==> src/rtl/store_commit_buffer_pkg.sv <==
// Shared types for the store commit buffer: block geometry, entry layout, address helper.
package store_commit_buffer_pkg;

  localparam int unsigned PHY_ADDR_WIDTH                 = 32;
  localparam int unsigned LSQ_BLOCK_BYTE_NUM             = 4;
  localparam int unsigned LSQ_BLOCK_BYTE_WIDTH_BIT       = $clog2(LSQ_BLOCK_BYTE_NUM);
  localparam int unsigned LSQ_BLOCK_WIDTH                = 8 * LSQ_BLOCK_BYTE_NUM;
  localparam int unsigned LSQ_BLOCK_ADDR_WIDTH           = PHY_ADDR_WIDTH - LSQ_BLOCK_BYTE_WIDTH_BIT;
  localparam int unsigned STORE_COMMIT_BUFFER_ENTRY_NUM  = 4;
  localparam int unsigned STORE_COMMIT_BUFFER_INDEX_BITS = $clog2(STORE_COMMIT_BUFFER_ENTRY_NUM);

  typedef logic [PHY_ADDR_WIDTH-1:0]                 PhyAddrPath;
  typedef logic [LSQ_BLOCK_ADDR_WIDTH-1:0]           LSQ_BlockAddrPath;
  typedef logic [LSQ_BLOCK_WIDTH-1:0]                LSQ_BlockDataPath;
  typedef logic [LSQ_BLOCK_BYTE_NUM-1:0]             LSQ_WordByteEnablePath;
  typedef logic [STORE_COMMIT_BUFFER_INDEX_BITS-1:0] StoreCommitBufferIndexPath;
  typedef logic [STORE_COMMIT_BUFFER_INDEX_BITS:0]   StoreCommitBufferCountPath;

  typedef struct packed {
    logic                  valid;
    LSQ_BlockAddrPath      address;
    LSQ_BlockDataPath      data;
    LSQ_WordByteEnablePath byteWE;
  } StoreCommitBufferEntry;

  // Block address to byte address: append zero byte-offset bits.
  function automatic PhyAddrPath LSQ_ToFullAddrFromBlockAddr(input LSQ_BlockAddrPath addr);
    return {addr, {LSQ_BLOCK_BYTE_WIDTH_BIT{1'b0}}};
  endfunction

endpackage

==> src/rtl/store_commit_forward_picker.sv <==
// Per-byte youngest-match forwarding select over the buffer, walked in age order from head.
module store_commit_forward_picker
  import store_commit_buffer_pkg::*;
#(
  parameter int unsigned ENTRY_NUM = STORE_COMMIT_BUFFER_ENTRY_NUM,
  localparam int unsigned IDX_W    = $clog2(ENTRY_NUM)
) (
  input  StoreCommitBufferEntry [ENTRY_NUM-1:0] entries_i,
  input  logic [IDX_W-1:0]                      head_i,
  input  LSQ_BlockAddrPath                      ld_addr_i,
  output LSQ_WordByteEnablePath                 fwd_byte_hit_o,
  output LSQ_BlockDataPath                      fwd_data_o
);

  logic [IDX_W-1:0] idx;

  // Oldest to youngest: later matches overwrite earlier ones, so the youngest wins per byte.
  always_comb begin
    fwd_byte_hit_o = '0;
    fwd_data_o     = '0;
    idx            = '0;
    for (int unsigned i = 0; i < ENTRY_NUM; i++) begin
      idx = head_i + IDX_W'(i);
      if (entries_i[idx].valid && (entries_i[idx].address == ld_addr_i)) begin
        for (int unsigned b = 0; b < LSQ_BLOCK_BYTE_NUM; b++) begin
          if (entries_i[idx].byteWE[b]) begin
            fwd_byte_hit_o[b]       = 1'b1;
            fwd_data_o[b*8 +: 8]    = entries_i[idx].data[b*8 +: 8];
          end
        end
      end
    end
  end

endmodule

==> src/rtl/store_commit_buffer.sv <==
// Store commit buffer: in-order FIFO of committed stores draining to the D-cache,
// with write-combining into the youngest non-head entry and load forwarding.
module store_commit_buffer
  import store_commit_buffer_pkg::*;
#(
  parameter int unsigned ENTRY_NUM    = STORE_COMMIT_BUFFER_ENTRY_NUM,
  parameter bit          ENABLE_MERGE = 1'b1,
  localparam int unsigned IDX_W       = $clog2(ENTRY_NUM),
  localparam int unsigned CNT_W       = IDX_W + 1
) (
  input  logic                  clk,
  input  logic                  rst,
  input  logic                  enqValid,
  output logic                  enqReady,
  input  LSQ_BlockAddrPath      enqAddr,
  input  LSQ_BlockDataPath      enqData,
  input  LSQ_WordByteEnablePath enqByteWE,
  output logic                  dcReq,
  output PhyAddrPath            dcAddr,
  output LSQ_BlockDataPath      dcData,
  output LSQ_WordByteEnablePath dcByteWE,
  input  logic                  dcAck,
  input  LSQ_BlockAddrPath      ldAddr,
  output LSQ_WordByteEnablePath fwdByteHit,
  output LSQ_BlockDataPath      fwdData,
  output logic                  empty,
  output logic [CNT_W-1:0]      count
);

  StoreCommitBufferEntry [ENTRY_NUM-1:0] entries_q, entries_d;
  logic [IDX_W-1:0] head_q, head_d;
  logic [IDX_W-1:0] tail_q, tail_d;
  logic [CNT_W-1:0] count_q, count_d;

  logic             pop;
  logic             enq_fire;
  logic             merge_ok;
  logic             alloc;
  logic [IDX_W-1:0] youngest;

  // Status and head view, all from registered state.
  assign empty    = (count_q == '0);
  assign enqReady = (count_q != CNT_W'(ENTRY_NUM));
  assign dcReq    = !empty;
  assign dcAddr   = LSQ_ToFullAddrFromBlockAddr(entries_q[head_q].address);
  assign dcData   = entries_q[head_q].data;
  assign dcByteWE = entries_q[head_q].byteWE;
  assign count    = count_q;

  // Next-state: pop on ack, then merge into youngest or allocate at tail.
  always_comb begin
    entries_d = entries_q;
    head_d    = head_q;
    tail_d    = tail_q;
    count_d   = count_q;
    youngest  = tail_q - IDX_W'(1);
    pop       = dcReq && dcAck;
    enq_fire  = enqValid && enqReady;
    // The youngest entry must never be the head (current or next), so require
    // at least one other entry in front of it after any pop this cycle.
    merge_ok  = ENABLE_MERGE
             && entries_q[youngest].valid
             && (entries_q[youngest].address == enqAddr)
             && (pop ? (count_q >= CNT_W'(3)) : (count_q >= CNT_W'(2)));
    alloc     = enq_fire && !merge_ok;

    if (pop) begin
      entries_d[head_q].valid = 1'b0;
      head_d                  = head_q + IDX_W'(1);
    end

    if (enq_fire) begin
      if (merge_ok) begin
        for (int unsigned b = 0; b < LSQ_BLOCK_BYTE_NUM; b++) begin
          if (enqByteWE[b]) begin
            entries_d[youngest].data[b*8 +: 8] = enqData[b*8 +: 8];
          end
        end
        entries_d[youngest].byteWE = entries_q[youngest].byteWE | enqByteWE;
      end else begin
        entries_d[tail_q] = '{valid: 1'b1, address: enqAddr, data: enqData, byteWE: enqByteWE};
        tail_d            = tail_q + IDX_W'(1);
      end
    end

    count_d = count_q + CNT_W'(alloc) - CNT_W'(pop);
  end

  // State registers with synchronous reset.
  always_ff @(posedge clk) begin
    if (rst) begin
      entries_q <= '0;
      head_q    <= '0;
      tail_q    <= '0;
      count_q   <= '0;
    end else begin
      entries_q <= entries_d;
      head_q    <= head_d;
      tail_q    <= tail_d;
      count_q   <= count_d;
    end
  end

  store_commit_forward_picker #(
    .ENTRY_NUM (ENTRY_NUM)
  ) u_picker (
    .entries_i      (entries_q),
    .head_i         (head_q),
    .ld_addr_i      (ldAddr),
    .fwd_byte_hit_o (fwdByteHit),
    .fwd_data_o     (fwdData)
  );

endmodule

==> config.mk <==
export PLATFORM = sky130hd
export DESIGN_NAME = store_commit_buffer
export DESIGN_NICKNAME = d
export VERILOG_FILES = /design/src/rtl/store_commit_buffer_pkg.sv /design/src/rtl/store_commit_forward_picker.sv /design/src/rtl/store_commit_buffer.sv
export SDC_FILE = /design/constraint.sdc
export NUM_CORES = 1
export LEC_CHECK = 0
export BUFFER_PORTS_ARGS = -buffer_cell sky130_fd_sc_hd__buf_2
export CORE_MARGIN = 2
export CORE_UTILIZATION = 45
export DETAILED_ROUTE_END_ITERATION = 10
export HOLD_SLACK_MARGIN = 0.05
export PLACE_DENSITY = 0.72
export SLEW_MARGIN = 15
export SYNTH_ARGS = -nofsm -noshare
export SYNTH_HDL_FRONTEND = slang
export SYNTH_HIERARCHICAL = 1
export SYNTH_SLANG_ARGS = --single-unit
==> constraint.sdc <==
create_clock -name clk -period 6.86 [get_ports clk]
set_clock_uncertainty 0.1 [all_clocks]
set_input_delay 0 -clock clk [delete_from_list [all_inputs] [get_ports clk]]
set_output_delay 0 -clock clk [all_outputs]
set_load 0.02 [all_outputs]
=== After elaboration in Yosys (flattened, before gate mapping) ===
Index checks and enable logic that the tools add are counted.

* $lt $le $gt $ge: 11
* Bitwise gates (word level): 2
* Equal/unequal tests: 6
* Add/subtract/negate cells: 7
* Muxes and demuxes: 87
* Reduce and logical (&&, ||, !) cells: 16

{| class="wikitable"
|+ Operators with widths
! kind !! number
|-
| 2-to-1 mux 268 bit || 15
|-
| bitwise mux 268 bit || 7
|-
| demux 67 bit (select 2 bit) || 7
|-
| binary-select mux 67 bit (select 2 bit) || 5
|-
| 2-to-1 mux 67 bit || 7
|-
| == test 30 bit || 5
|-
| 2-to-1 mux 32 bit || 4
|-
| 2-to-1 mux 8 bit || 16
|-
| 2-to-1 mux 36 bit || 1
|-
| 2-to-1 mux 28 bit || 1
|-
| 2-to-1 mux 20 bit || 1
|-
| 2-to-1 mux 4 bit || 5
|-
| less-than comparator 2 x 3 -> 1 bit (second input constant) || 6
|-
| 2-to-1 mux 1 bit || 17
|-
| logical AND 1 bit || 12
|-
| 2-to-1 mux 12 bit || 1
|-
| >= comparator 2 x 1 -> 1 bit (second input constant) || 3
|-
| >= comparator 3 x 2 -> 1 bit (second input constant) || 2
|-
| adder 2 x 1 -> 2 bit (second input constant) || 2
|-
| adder 2 bit (second input constant) || 2
|-
| OR 4 bit || 1
|-
| adder 3 x 1 -> 3 bit || 1
|-
| logical NOT 3 bit || 1
|-
| != test 3 bit (second input constant) || 1
|-
| 5 further kinds || 6
|}

* Register bits: 275
* Input port bits: 100

=== Logic depth before layout (Yosys ltp) ===
* Depth after elaboration: 25
* Depth in mapped cells: 23
* Gate-level depth less buffers: 15

=== By module ===
Netlist, hierarchy kept.

{| class="wikitable"
|+ Modules (own cells, without submodules)
! module !! times used !! area an instance (um^2) !! seq. area each (um^2) !! cells an instance
|-
| store_commit_buffer || 1 || 14396.3 || 5505.3 || 1402
|-
| store_commit_forward_picker || 1 || 9350.2 || 0.0 || 1311
|}

=== Worst setup path before layout ===
No wires, ideal clock.

* Path kind: flip-flop to flip-flop
* Start point: reg tail_q[0]
* End point: reg count_q[2] (netlist: count[2])
* Path buffers: 8
* Stages on the path, launching flop included: 24
* Data arrival time: 4.509 ns
* Clock period less this slack: 4.737 ns
* Setup slack: 2.123 ns
* Setup time: 0.128 ns
* Path through: dfxtp_1 buf_6 clkbuf_1 inv_1 ha_1 buf_6 buf_8 buf_4 mux4_2 xnor2_1 nand4_1 nor2_1 nand3_1 buf_2 buf_1 buf_1 nand2_1 ha_1 inv_1 ha_1 inv_1 fa_1 xnor2_1 nor2_1

* Longest elaborated chain between the ends: 10

{| class="wikitable"
|+ Ends and longest elaborated chain
! item !! line !! source
|-
| start, declared || store_commit_buffer.sv:32 || <nowiki>logic [IDX_W-1:0] tail_q, tail_d;</nowiki>
|-
| start signal, assigned || store_commit_buffer.sv:99 || <nowiki>tail_q <= tail_d;</nowiki>
|-
| subtractor 2 x 1 -> 2 bit (*) || store_commit_buffer.sv:56 || <nowiki>youngest = tail_q - IDX_W'(1);</nowiki>
|-
| named net youngest[0] || store_commit_buffer.sv:39 || <nowiki>logic [IDX_W-1:0] youngest;</nowiki>
|-
| binary-select mux 67 bit (select 2 bit) (*) || store_commit_buffer.sv:62, store_commit_buffer.sv:63 ||
|-
| 2-to-1 mux 67 bit (*) || -- ||
|-
| == test 30 bit || store_commit_buffer.sv:63 || <nowiki>&& (entries_q[youngest].address == enqAddr)</nowiki>
|-
| logical AND 1 bit (*) || store_commit_buffer.sv:63 ||
|-
| logical AND 1 bit (*) || store_commit_buffer.sv:64 || <nowiki>&& (pop ? (count_q >= CNT_W'(3)) : (count_q >= CNT_W'(2)));</nowiki>
|-
| logical NOT 1 bit (*) || store_commit_buffer.sv:65 || <nowiki>alloc = enq_fire && !merge_ok;</nowiki>
|-
| logical AND 1 bit (*) || store_commit_buffer.sv:65 ||
|-
| adder 3 x 1 -> 3 bit (*) || store_commit_buffer.sv:86 || <nowiki>count_d = count_q + CNT_W'(alloc) - CNT_W'(pop);</nowiki>
|-
| subtractor 3 x 1 -> 3 bit (*) || store_commit_buffer.sv:86 ||
|-
| end signal, assigned || store_commit_buffer.sv:100 || <nowiki>count_q <= count_d;</nowiki>
|-
| end, declared || store_commit_buffer.sv:33 || <nowiki>logic [CNT_W-1:0] count_q, count_d;</nowiki>
|}

Mark *: on every way through the listed nets, which the timed path passes. The rest lies on a longest branch. The select of a mux whose other input is x is not followed.
A chain may end at the register's enable or synchronous reset.

=== Worst setup path in the final report ===
* Start point: reg head_q[1]
* End point: out fwdData[5]

* Longest elaborated chain between the ends: 11

{| class="wikitable"
|+ Ends and longest elaborated chain
! item !! line !! source
|-
| start, declared || store_commit_buffer.sv:31 || <nowiki>logic [IDX_W-1:0] head_q, head_d;</nowiki>
|-
| start signal, assigned || store_commit_buffer.sv:93 || <nowiki>head_q <= '0;</nowiki>
|-
| start signal, assigned || store_commit_buffer.sv:98 || <nowiki>head_q <= head_d;</nowiki>
|-
| parallel branches: the longest is 10 deep, another holds adder 2 x 1 -> 2 bit || -- ||
|-
| 2-to-1 mux 32 bit (*) || store_commit_forward_picker.sv:24 || <nowiki>if (entries_i[idx].valid && (entries_i[idx].address == ld_addr_i)) begin</nowiki>
|-
| end, declared || store_commit_buffer.sv:25 || <nowiki>output LSQ_BlockDataPath fwdData,</nowiki>
|}

Every way passes the cells marked *. The select of a mux whose other input is x is not followed.

==> results.md <==
* Port bufs at 207
* Grt ovf at 0
* Die area at 54600 um2
* Routed vias at 22.8k
* Final number of setup-violating endpoints at 0
* Area delta synth->final at 12.1%
* Yosys Warn Count at 6
* GR Util All Layers at 30.5%
* Most frequent cells after synthesis: mux2i_1 (354), dfxtp_1 (275), o21ai_0 (202)
* Largest net degree at the start of global routing at 193
* Min-delay worst type: input port to register
* Clock transition at path regs at 0.06 ns
* Clock Path Buffers at 3
* Worst Tran Pin Value at 1.37 ns
* Reg2Reg Depth at 10
* WS Path Type: register to output port
* Unique masters post-synth at 88
* # clock sinks at 275
* Share of flip-flops with an asynchronous set or reset at 0%
* Cell depth of the worst hold path at 4
* Leakage power at 9.39 nW
* Setup bufs post-CTS at 0
* Drt pass-1 iters at 9
* Clk_lat worst skew at 0.56 ns
* Post-placement cell area at 24600 um2
* Syn Area/Cell at 8.75 um2
* Startpoint Class: register
* Nets at 2908
* Dominant cells by area after synthesis: dfxtp_1 (23%), mux2i_1 (15%), mux4_2 (11%)
* Critical Path Fanout Max at 53
* CTS tree: built
* RSZ-0062 raised after global routing: false
* Post-layout minimum cycle time at 5.88 ns
* Worst hold slack at 0.109 ns
* Rows at 84
* Post-CTS sizing at 0
* First-pass GRT wire length at 130000 um
* DP Cell Count at 3371
* Final period util at 85.7%
* Most frequent cell after synthesis: mux2i_1
* HPWL Detailed at 60100 um
* Max_cap viols at 0
* Clk root buf: clkbuf_16
* Cells after synthesis at 2713
* F_max at 0.170 GHz
* Endpoints failing hold at 0
* Die height at 234 um
* Vias per cell at 6.48
* Post-synthesis cell area at 23700 um2
* WL/cell at 24.5 um
* Cell Chain, Critical Path: buf_4 > mux2i_1 > o21ai_0 > a2111oi_0 > nand3_1 > a22oi_1 > buf_4 > and3_1 > nor4_1 > o21ai_0 > nand4_1 > buf_2
* Max incr delay on CP at 0.88 ns
* Synth top area share at 23.2%
* Post-synth EDFFs at 0
* Pwr Density at 251 nW/um2
* Top Ports at 210
* Total CTS buffers at 35
* Req. time, crit path at 6.76 ns
* Main synth FF type: dfxtp_1
* Setup_tns at 0 ns
* Drt total wl at 86100 um
* Die W at 234 um
* Vias in the first global route at 21.3k
* Arrival time at the worst endpoint at 5.78 ns
* Post-synthesis sequential area ratio at 23.2%
* Initial antenna violation count at 7
* CTS H-tree depth at 2
* Design area at 26600 um2
* Top cell type by total area after synthesis: dfxtp_1
* Synth Register Bits at 275
* Routability congestion estimate from global placement at 1.03
* Share of layout cells above drive strength 1 at 19.0%
* Slew Limit Fails at 0
* Non-filler cells, final at 3514
* # DRC at 0
* Worst slew margin at 8.95%
* Overall power at 0.00667 W
* Worst VDD drop at 193 uV
* Slowest CP cell: dfxtp_4
* Final antenna-violating net count at 0
* Status: finished clean
* Crit path capture type: output port
* Core Box Area at 52300 um2
* DR iter-0 viols at 3128
* Starting Density at 45.4%
==> layer usage <==
| metal | global-route usage [%] | share of wire [%] | vias to the layer above |
|---|---|---|---|
| li1 | - | - | 10200 |
| met3 | 4.79 | 9.0 | 226 |
| met2 | 49.6 | 46 | 1277 |
| met5 | 0 | 0.026 | - |
| met1 | 40.7 | 41 | 11100 |
| met4 | 12.0 | 4.0 | 4 |
==> flip-flops by register name, summed over array words and instances, names as in the netlist <==
signal,cells
entries_q,268
count,3
head_q,2
tail_q,2
==> stage by stage <==
stage	util, %	worst slack [ns]
floorplan	-	2.12
global placement	47.0	1.73
detailed placement	47.0	1.73
CTS	50.8	1.07
global route	50.8	0.603
finish	50.8	0.983
==> report_power, final <==
part / switching [W] / leakage, nW / internal, W / total (W)
logic: 0.00164 / 6.55 / 0.00106 / 0.00270
registers: 0.000230 / 2.23 / 0.00172 / 0.00196
clock network: 0.000769 / 0.609 / 0.00124 / 0.00201
total: 0.00264 / 9.39 / 0.00403 / 0.00667
==> path summary, 6_finish.rpt <==
kind                  start              to  slack (ns)
min                enqValid       tail_q[1]        0.11
max               head_q[1]      fwdData[5]        0.98
max reg2reg       tail_q[1]   entries_q[84]        1.43
min reg2reg  entries_q[203]  entries_q[203]        0.40
==> final cells by class <==
cell class / instances / area, um2
Sequential cell: 275 / 5510
Antenna cell: 6 / 15.0
Tap cell: 688 / 861
Fill cell: 4854 / 25700
Clock inverter: 13 / 215
Timing Repair Buffer: 319 / 2100
Clock buffer: 49 / 1030
Multi-Input combinational cell: 2121 / 16700
Inverter: 43 / 163
==> worst max-delay path: cells and delay by family (launching register included) <==
family | cells | cell delay (ns)
AO/OA/AOI/OAI | 4 | 1.45
AND/OR/NAND/NOR | 4 | 1.29
buffers and inverters | 3 | 1.04
flip-flops | 1 | 0.88
multiplexers | 1 | 0.49
==> cell families (layout without fill, tap and decap cells) <==
logic type	after synthesis	in the layout	share of synthesized area, %
AO/OA/AOI/OAI	551	551	14.0
XOR/XNOR	135	135	4.98
adder cells (fa/ha/maj)	13	13	0.717
buffers and inverters	318	424	6.72
flip-flops	275	275	23.2
multiplexers	566	566	31.3
other	1	8	0.0158
AND/OR/NAND/NOR	854	854	19.1
==> placed cells by master (no fill, tap or decap), types with 74 or more instances in the layout <==
cell type and count:
xnor2_1 116, mux4_2 114, nor2_1 138, mux2i_1 354, mux2_2 74, o21ai_0 202
dlygate4sd3_1 75, nand2_1 121, dfxtp_1 272, nand3_1 168, nand2b_1 165, a21oi_1 161
buf_2 206
==> timing repair <==
item / in CTS / in global routing
endpoints found under the hold margin: 271 / 0
endpoints found under the setup margin: 0 / 0
hold buffers: 75 / 0
(Power assumes the default switching activity.)
